`src/rtl/toplitz_stream_gen.sv`:
```
// im2col front end: walks the conv window over a CHW input buffer and streams the
// Toeplitz matrix row-major, one element per beat, with zero padding generated on the fly.
module toplitz_stream_gen #(
  parameter int IN_H   = 5,
  parameter int IN_W   = 5,
  parameter int IN_C   = 1,
  parameter int KH     = 3,
  parameter int KW     = 3,
  parameter int STRIDE = 1,
  parameter int PAD    = 1,
  parameter int DATA_W = 8,
  parameter int ADDR_W = 16,
  localparam int OUT_H = (IN_H + 2*PAD - KH) / STRIDE + 1,
  localparam int OUT_W = (IN_W + 2*PAD - KW) / STRIDE + 1,
  localparam int M     = OUT_H * OUT_W,
  localparam int K     = IN_C * KH * KW,
  localparam int MW    = (M > 1) ? $clog2(M) : 1,
  localparam int KIW   = (K > 1) ? $clog2(K) : 1
) (
  input  logic                     clk,
  input  logic                     rst,
  input  logic                     start,
  output logic                     busy,
  output logic                     done,
  output logic                     mem_rd_en,
  output logic [ADDR_W-1:0]        mem_rd_addr,
  input  logic signed [DATA_W-1:0] mem_rd_data,
  output logic                     out_valid,
  input  logic                     out_ready,
  output logic signed [DATA_W-1:0] out_data,
  output logic                     out_row_last,
  output logic                     out_frame_last,
  output logic [MW-1:0]            out_m,
  output logic [KIW-1:0]           out_k
);

  localparam int KXW = (KW > 1)    ? $clog2(KW)    : 1;
  localparam int KYW = (KH > 1)    ? $clog2(KH)    : 1;
  localparam int CCW = (IN_C > 1)  ? $clog2(IN_C)  : 1;
  localparam int OXW = (OUT_W > 1) ? $clog2(OUT_W) : 1;
  localparam int OYW = (OUT_H > 1) ? $clog2(OUT_H) : 1;

  typedef enum logic [1:0] {S_IDLE, S_RUN, S_DRAIN, S_DONE} state_t;

  typedef struct packed {
    logic signed [DATA_W-1:0] data;
    logic [MW-1:0]            m;
    logic [KIW-1:0]           k;
    logic                     rlast;
    logic                     flast;
  } beat_t;

  state_t r_state, w_state_nxt;

  logic [KXW-1:0] r_kx;
  logic [KYW-1:0] r_ky;
  logic [CCW-1:0] r_c;
  logic [OXW-1:0] r_ox;
  logic [OYW-1:0] r_oy;
  logic [MW-1:0]  r_m;
  logic [KIW-1:0] r_k;
  logic [1:0]     r_cnt;
  logic [ADDR_W-1:0] r_addr_hold;

  logic w_kx_wrap, w_ky_wrap, w_c_wrap, w_ox_wrap, w_oy_wrap, w_k_wrap, w_last;
  logic w_issue, w_rd, w_acc, w_pad;
  int   w_iy, w_ix;
  logic [ADDR_W-1:0] w_addr;

  logic           r_vld_p1, r_pad_p1, r_rlast_p1, r_flast_p1;
  logic [MW-1:0]  r_m_p1;
  logic [KIW-1:0] r_k_p1;
  beat_t          w_beat_p1;

  logic  r_vld_p2, r_skd_vld;
  beat_t r_beat_p2, r_skd_beat;

  // Stage 0: coordinate generation and read/pad issue
  assign w_kx_wrap = (r_kx == KXW'(KW - 1));
  assign w_ky_wrap = (r_ky == KYW'(KH - 1));
  assign w_c_wrap  = (r_c  == CCW'(IN_C - 1));
  assign w_ox_wrap = (r_ox == OXW'(OUT_W - 1));
  assign w_oy_wrap = (r_oy == OYW'(OUT_H - 1));
  assign w_k_wrap  = w_kx_wrap && w_ky_wrap && w_c_wrap;
  assign w_last    = w_k_wrap && w_ox_wrap && w_oy_wrap;

  assign w_iy   = int'(r_oy) * STRIDE + int'(r_ky) - PAD;
  assign w_ix   = int'(r_ox) * STRIDE + int'(r_kx) - PAD;
  assign w_pad  = (w_iy < 0) || (w_iy >= IN_H) || (w_ix < 0) || (w_ix >= IN_W);
  assign w_addr = ADDR_W'((int'(r_c) * IN_H + w_iy) * IN_W + w_ix);

  // r_cnt tracks elements issued but not yet accepted; the skid guarantees room for two.
  assign w_acc   = r_vld_p2 && out_ready;
  assign w_issue = (r_state == S_RUN) && ((r_cnt <= 2'd1) || ((r_cnt == 2'd2) && w_acc));
  assign w_rd    = w_issue && !w_pad;

  assign mem_rd_en   = w_rd;
  assign mem_rd_addr = w_rd ? w_addr : r_addr_hold;

  always_ff @(posedge clk) begin
    if (rst) begin
      r_state <= S_IDLE;
    end else begin
      r_state <= w_state_nxt;
    end
  end

  always_comb begin
    w_state_nxt = r_state;
    unique case (r_state)
      S_IDLE:  if (start) w_state_nxt = S_RUN;
      S_RUN:   if (w_issue && w_last) w_state_nxt = S_DRAIN;
      S_DRAIN: if (w_acc && r_beat_p2.flast) w_state_nxt = S_DONE;
      S_DONE:  w_state_nxt = S_IDLE;
      default: w_state_nxt = S_IDLE;
    endcase
  end

  assign busy = (r_state == S_RUN) || (r_state == S_DRAIN);
  assign done = (r_state == S_DONE);

  always_ff @(posedge clk) begin
    if (rst || (r_state == S_IDLE)) begin
      r_kx <= '0;
      r_ky <= '0;
      r_c  <= '0;
      r_ox <= '0;
      r_oy <= '0;
      r_m  <= '0;
      r_k  <= '0;
    end else if (w_issue) begin
      r_kx <= w_kx_wrap ? '0 : r_kx + 1'b1;
      if (w_kx_wrap) r_ky <= w_ky_wrap ? '0 : r_ky + 1'b1;
      if (w_kx_wrap && w_ky_wrap) r_c <= w_c_wrap ? '0 : r_c + 1'b1;
      if (w_k_wrap) r_ox <= w_ox_wrap ? '0 : r_ox + 1'b1;
      if (w_k_wrap && w_ox_wrap) r_oy <= w_oy_wrap ? '0 : r_oy + 1'b1;
      r_k <= w_k_wrap ? '0 : r_k + 1'b1;
      if (w_k_wrap) r_m <= w_last ? '0 : r_m + 1'b1;
    end
  end

  always_ff @(posedge clk) begin
    if (rst) begin
      r_cnt       <= 2'd0;
      r_addr_hold <= '0;
    end else begin
      unique case ({w_issue, w_acc})
        2'b10:   r_cnt <= r_cnt + 2'd1;
        2'b01:   r_cnt <= r_cnt - 2'd1;
        default: r_cnt <= r_cnt;
      endcase
      if (w_rd) r_addr_hold <= w_addr;
    end
  end

  // Stage 1: read data returns; padded taps substitute zero
  always_ff @(posedge clk) begin
    if (rst) begin
      r_vld_p1 <= 1'b0;
    end else begin
      r_vld_p1 <= w_issue;
    end
  end

  always_ff @(posedge clk) begin
    r_pad_p1   <= w_pad;
    r_m_p1     <= r_m;
    r_k_p1     <= r_k;
    r_rlast_p1 <= w_k_wrap;
    r_flast_p1 <= w_last;
  end

  assign w_beat_p1 = '{data:  r_pad_p1 ? '0 : mem_rd_data,
                       m:     r_m_p1,
                       k:     r_k_p1,
                       rlast: r_rlast_p1,
                       flast: r_flast_p1};

  // Stage 2: registered output plus one-entry skid for backpressure
  always_ff @(posedge clk) begin
    if (rst) begin
      r_vld_p2  <= 1'b0;
      r_beat_p2 <= '0;
      r_skd_vld <= 1'b0;
    end else if (!r_vld_p2 || w_acc) begin
      if (r_skd_vld) begin
        r_vld_p2  <= 1'b1;
        r_beat_p2 <= r_skd_beat;
        r_skd_vld <= r_vld_p1;
      end else begin
        r_vld_p2 <= r_vld_p1;
        if (r_vld_p1) r_beat_p2 <= w_beat_p1;
      end
    end else if (r_vld_p1) begin
      r_skd_vld <= 1'b1;
    end
  end

  always_ff @(posedge clk) begin
    if (r_vld_p1 && (r_skd_vld || (r_vld_p2 && !w_acc))) r_skd_beat <= w_beat_p1;
  end

  assign out_valid      = r_vld_p2;
  assign out_data       = r_beat_p2.data;
  assign out_m          = r_beat_p2.m;
  assign out_k          = r_beat_p2.k;
  assign out_row_last   = r_beat_p2.rlast;
  assign out_frame_last = r_beat_p2.flast;

endmodule

```
`config.mk`:
```
export PLATFORM = sky130hd
export DESIGN_NAME = toplitz_stream_gen
export DESIGN_NICKNAME = d
export VERILOG_FILES = /design/src/rtl/toplitz_stream_gen.sv
export SDC_FILE = /design/constraint.sdc
export NUM_CORES = 1
export LEC_CHECK = 0
export BUFFER_PORTS_ARGS = -buffer_cell sky130_fd_sc_hd__buf_4
export CAP_MARGIN = 20
export CORE_MARGIN = 2
export CORE_UTILIZATION = 58
export CTS_CLUSTER_DIAMETER = 60
export CTS_CLUSTER_SIZE = 14
export DETAILED_ROUTE_END_ITERATION = 7
export HOLD_SLACK_MARGIN = 0.08
export PLACE_DENSITY = 0.83
export SYNTH_ARGS = -nofsm -noshare
export SYNTH_HDL_FRONTEND = slang
export SYNTH_SLANG_ARGS = --single-unit
```
`constraint.sdc`:
```
create_clock -name clk -period 4.95 [get_ports clk]
set_clock_uncertainty 0.15 [all_clocks]
set_input_delay 0.7425 -clock clk [delete_from_list [all_inputs] [get_ports clk]]
set_output_delay 0.7425 -clock clk [all_outputs]
set_load 0.02 [all_outputs]
```
==> out/qor_table.md <==
| Step | Item | This run |
| --- | --- | --- |
| pwr | Peak ir drop on the vdd network | 0.252 mV |
| clocking | Source-to-sink clock delay at the later pin of the worst-skew pair | 370 ps |
| global routing | Global-route wire length before repair | 15200 um |
| synthesis | Mean post-synth cell area | 9.87 um2 |
| critical path | Max stage delay on crit path | 510 ps |
| timing | Final period utilization | 0.996 |
| timing | Worst-case setup margin in the final layout | 21.2 ps |
| critical path | Required time of the critical path | 4060 ps |
| timing | Setup-violating endpoint count in the final report | 0 |
| floorplanning | Initial core utilization | 0.590 |
| route | Post-detailed-routing wire length | 9210 um |
| placed design | Port Buf Inserts | 50 |
| synthesis | Number of cells produced by synthesis | 455 |
| floorplanning | Horizontal extent of the die | 92 um |
| global routing | Remaining global-route overflow | 0 |
| pwr | Static leakage | 0.00225 uW |
| synthesis | Fraction of the yosys area taken by sequential cells | 0.452 |
| critical path | Slowest cell on the critical path | sky130_fd_sc_hd__fa_1 |
| route | Number of remaining DRC errors | 0 |
| timing | Setup TNS | 0 ps |
| cells and area | Core utilization of the finished layout | 0.704 |
| placed design | Global placer's final weighted congestion | 0.822 |
| synthesis | Cell area after synthesis | 0.00449 mm2 |
| synthesis | Cell types with the highest counts after synthesis | sky130_fd_sc_hd__dfxtp_1, sky130_fd_sc_hd__nor2_1, sky130_fd_sc_hd__inv_1, sky130_fd_sc_hd__ha_1 |
| placed design | Worst setup slack after placement | 78.5 ps |
| timing | Highest achievable clock rate | 203 MHz |
| placed design | Cell area reported after detailed placement | 0.00495 mm2 |
| outcome | Run status | complete, no violations |
| route | Antenna viol nets, final | 0 |
| synthesis | Top cell type's share of synthesized area | 0.325 |
| critical path | Buffer and inverter count on the worst path | 7 |
| min path | Hold crit path type | flip-flop to flip-flop |
| synthesis | EDFF count, synth | 19 |
| route | Routed WL per cell | 14.9 um |
| route | Drt first pass iters | 5 |
| clocking | Clk root buf | sky130_fd_sc_hd__clkbuf_8 |
| critical path | Biggest fanout along the worst timing path | 6 |
| pwr | Pwr/cell area | 382 mW/mm2 |
| critical path | Slack of the worst reg-to-reg path | 830 ps |
| synthesis | Leading cell types by total area after synthesis | sky130_fd_sc_hd__dfxtp_1, sky130_fd_sc_hd__edfxtp_1, sky130_fd_sc_hd__ha_1 |
| cells and area | Final layout net count | 567 |
| clocking | Clock Tree Buf Depth | 2 |
| clocking | Depth of the CTS H-tree | 3 |
| synthesis | Count of unique library cells instantiated by Yosys | 44 |
| critical path | Startpoint Class | flip-flop |
| critical path | Arrival @ worst endpoint | 4040 ps |
| floorplanning | Number of I/O pins | 51 |
| cells and area | Signed area change from the synthesized netlist to the final layout | 19.3% |
| timing | Final hold violation count | 0 |
| critical path | Element type at the critical path end | primary output |
| route | Number of vias per cell after detailed routing | 5.53 |
| synthesis | Most common cell in the netlist | sky130_fd_sc_hd__dfxtp_1 |
| cells and area | Number of inserted filler cells in the final layout | 530 |
| synthesis | Most frequently used flop master after synthesis | sky130_fd_sc_hd__dfxtp_1 |
| timing | Minimum clock period | 4930 ps |
| critical path | Crit-path cells | inv_2 > ha_4 > inv_2 > ha_4 > inv_2 > fa_2 > xor2_1 > ha_1 > inv_1 > fa_1 > inv_1 > ha_4 > o211ai_1 > o211ai_1 > and2_4 > nor3_2 > buf_4 > a21o_1 > buf_4 |
| critical path | Cell family contributing the most delay on the critical path | adder cells |
| floorplanning | Die outline height | 92 um |
| route | Vias after detailed routing | 3409 |
| cells and area | Final instance area | 0.00536 mm2 |
| placed design | Detailed placement HPWL | 5970 um |
| cells and area | Layout cell share with drive strength beyond 1 | 0.231 |
| global routing | GRT Overall Usage | 0.220 |
| clocking | TritonCTS clock tree | built |
| global routing | Number of global-route vias before repair | 3407 |
| timing | Relative slew slack | 0.338 |
| synthesis | Async set or reset register ratio after synthesis | 0 |
| floorplanning | Floorplan die area | 0.00846 mm2 |
| cells and area | Diodes inserted | 0 |
| global routing | Largest net degree at the start of global routing | 33 |
| synthesis | Number of nets in the synthesized netlist | 512 |
| global routing | Initial antenna violation count | 0 |
| flow run | Number of maximum-capacitance violations | 0 |
| clocking | Clock Sinks | 92 |
| floorplanning | Std-Cell Rows | 32 |
| critical path | Startpoint-to-endpoint class of the critical path | flip-flop to primary output |
| clocking | Number of clock buffers inserted by TritonCTS | 9 |
| clocking | Clk slew on worst S/H paths | 110 ps |
| timing | Max-slew violations | 0 |
| route | Number of DRC markers in iteration 0 | 201 |
| synthesis | Number of warnings issued by yosys | 0 |
| timing | Slew of the pin with the lowest slew margin | 993 ps |
| timing | RSZ-0062 raised after global routing | true |
| synthesis | Leading area contributor after synthesis | sky130_fd_sc_hd__dfxtp_1 |
| synthesis | Flip-flop and latch count after synthesis | 92 |
| floorplanning | Core area | 0.00761 mm2 |
==> metal layers <==
layer | share of wire | vias up | global-route usage
li1 | - | 1668 | -
met1 | 0.44 | 1656 | 0.270
met2 | 0.51 | 75 | 0.385
met3 | 0.044 | 10 | 0.0435
met4 | 0.012 | 0 | 0.0784
met5 | 0 | - | 0
==> kinds of logic (layout without fill, tap and decap cells) <==
group | after synthesis | count (layout) | share of synthesized area
mux | 31 | 31 | 0.0710
compound gates | 81 | 81 | 0.119
fa+ha+maj | 45 | 45 | 0.135
buf+inv | 64 | 124 | 0.0552
simple gates | 126 | 126 | 0.136
xor+xnor | 16 | 16 | 0.0312
flops | 92 | 92 | 0.452
==> report_power, final <==
group	internal, uW	switching (uW)	total (uW)
Clock	247	292	539
Combinational	286	362	648
Sequential	821	39.9	861
==> area by class of cell <==
type	count	area, um2	area share
well taps	102	128	0.0238
inverters	45	169	0.0315
flip-flops and latches	92	2040	0.380
multi-input cells	299	2320	0.432
repair buffers	63	492	0.0918
clock inverters	7	92.6	0.0173
clock buffers	9	124	0.0231
==> repair_timing <==
item,in CTS,in global routing
hold buffers,0,0
setup endpoints to repair,12,11
cloned,0,0
resized for setup,11,24
pin swaps,4,14
setup buffers,3,7
==> through the flow <==
step | hold WS [ps] | instances | total power, uW
after CTS | 225 | 611 | 2010
final | 222 | 617 | 2050
after global placement | 201 | 592 | 1420
after detailed placement | 216 | 592 | 1450
after global routing | 224 | 617 | 2150
after floorplan | 188 | 455 | 1290
==> sequential cells by signal, summed over array words and instances, names as in the netlist, 2 cells and up <==
name,count
out_data,8
r_m,5
r_ox,3
r_skd_beat,19
r_oy,3
r_state,2
r_ky,2
r_m_p1,5
out_k,4
r_cnt,2
r_kx,2
r_k,4
out_m,5
r_addr_hold,16
r_k_p1,4
==> final timing paths <==
kind	depth (start not counted)	endpoint	from
setup / recovery	19	mem_rd_addr[14]	r_oy[1]
hold reg to reg	0	r_k_p1[3]	r_k[3]
setup reg to reg	18	r_addr_hold[11]	r_oy[1]
hold / removal	0	r_k_p1[3]	r_k[3]
==> cell usage in the layout (no fill, tap or decap), types with 19 or more instances in the layout <==
cell | netlist | layout
sky130_fd_sc_hd__a21oi_1 | 22 | 19
sky130_fd_sc_hd__edfxtp_1 | 19 | 19
sky130_fd_sc_hd__nand2_1 | 25 | 25
sky130_fd_sc_hd__ha_1 | 39 | 34
sky130_fd_sc_hd__buf_4 | 1 | 58
sky130_fd_sc_hd__dfxtp_1 | 73 | 69
sky130_fd_sc_hd__a211oi_1 | 25 | 24
sky130_fd_sc_hd__mux2i_1 | 24 | 24
sky130_fd_sc_hd__inv_1 | 44 | 34
sky130_fd_sc_hd__nor2_1 | 48 | 47
Note: power is estimated with default switching activity, not from simulation.
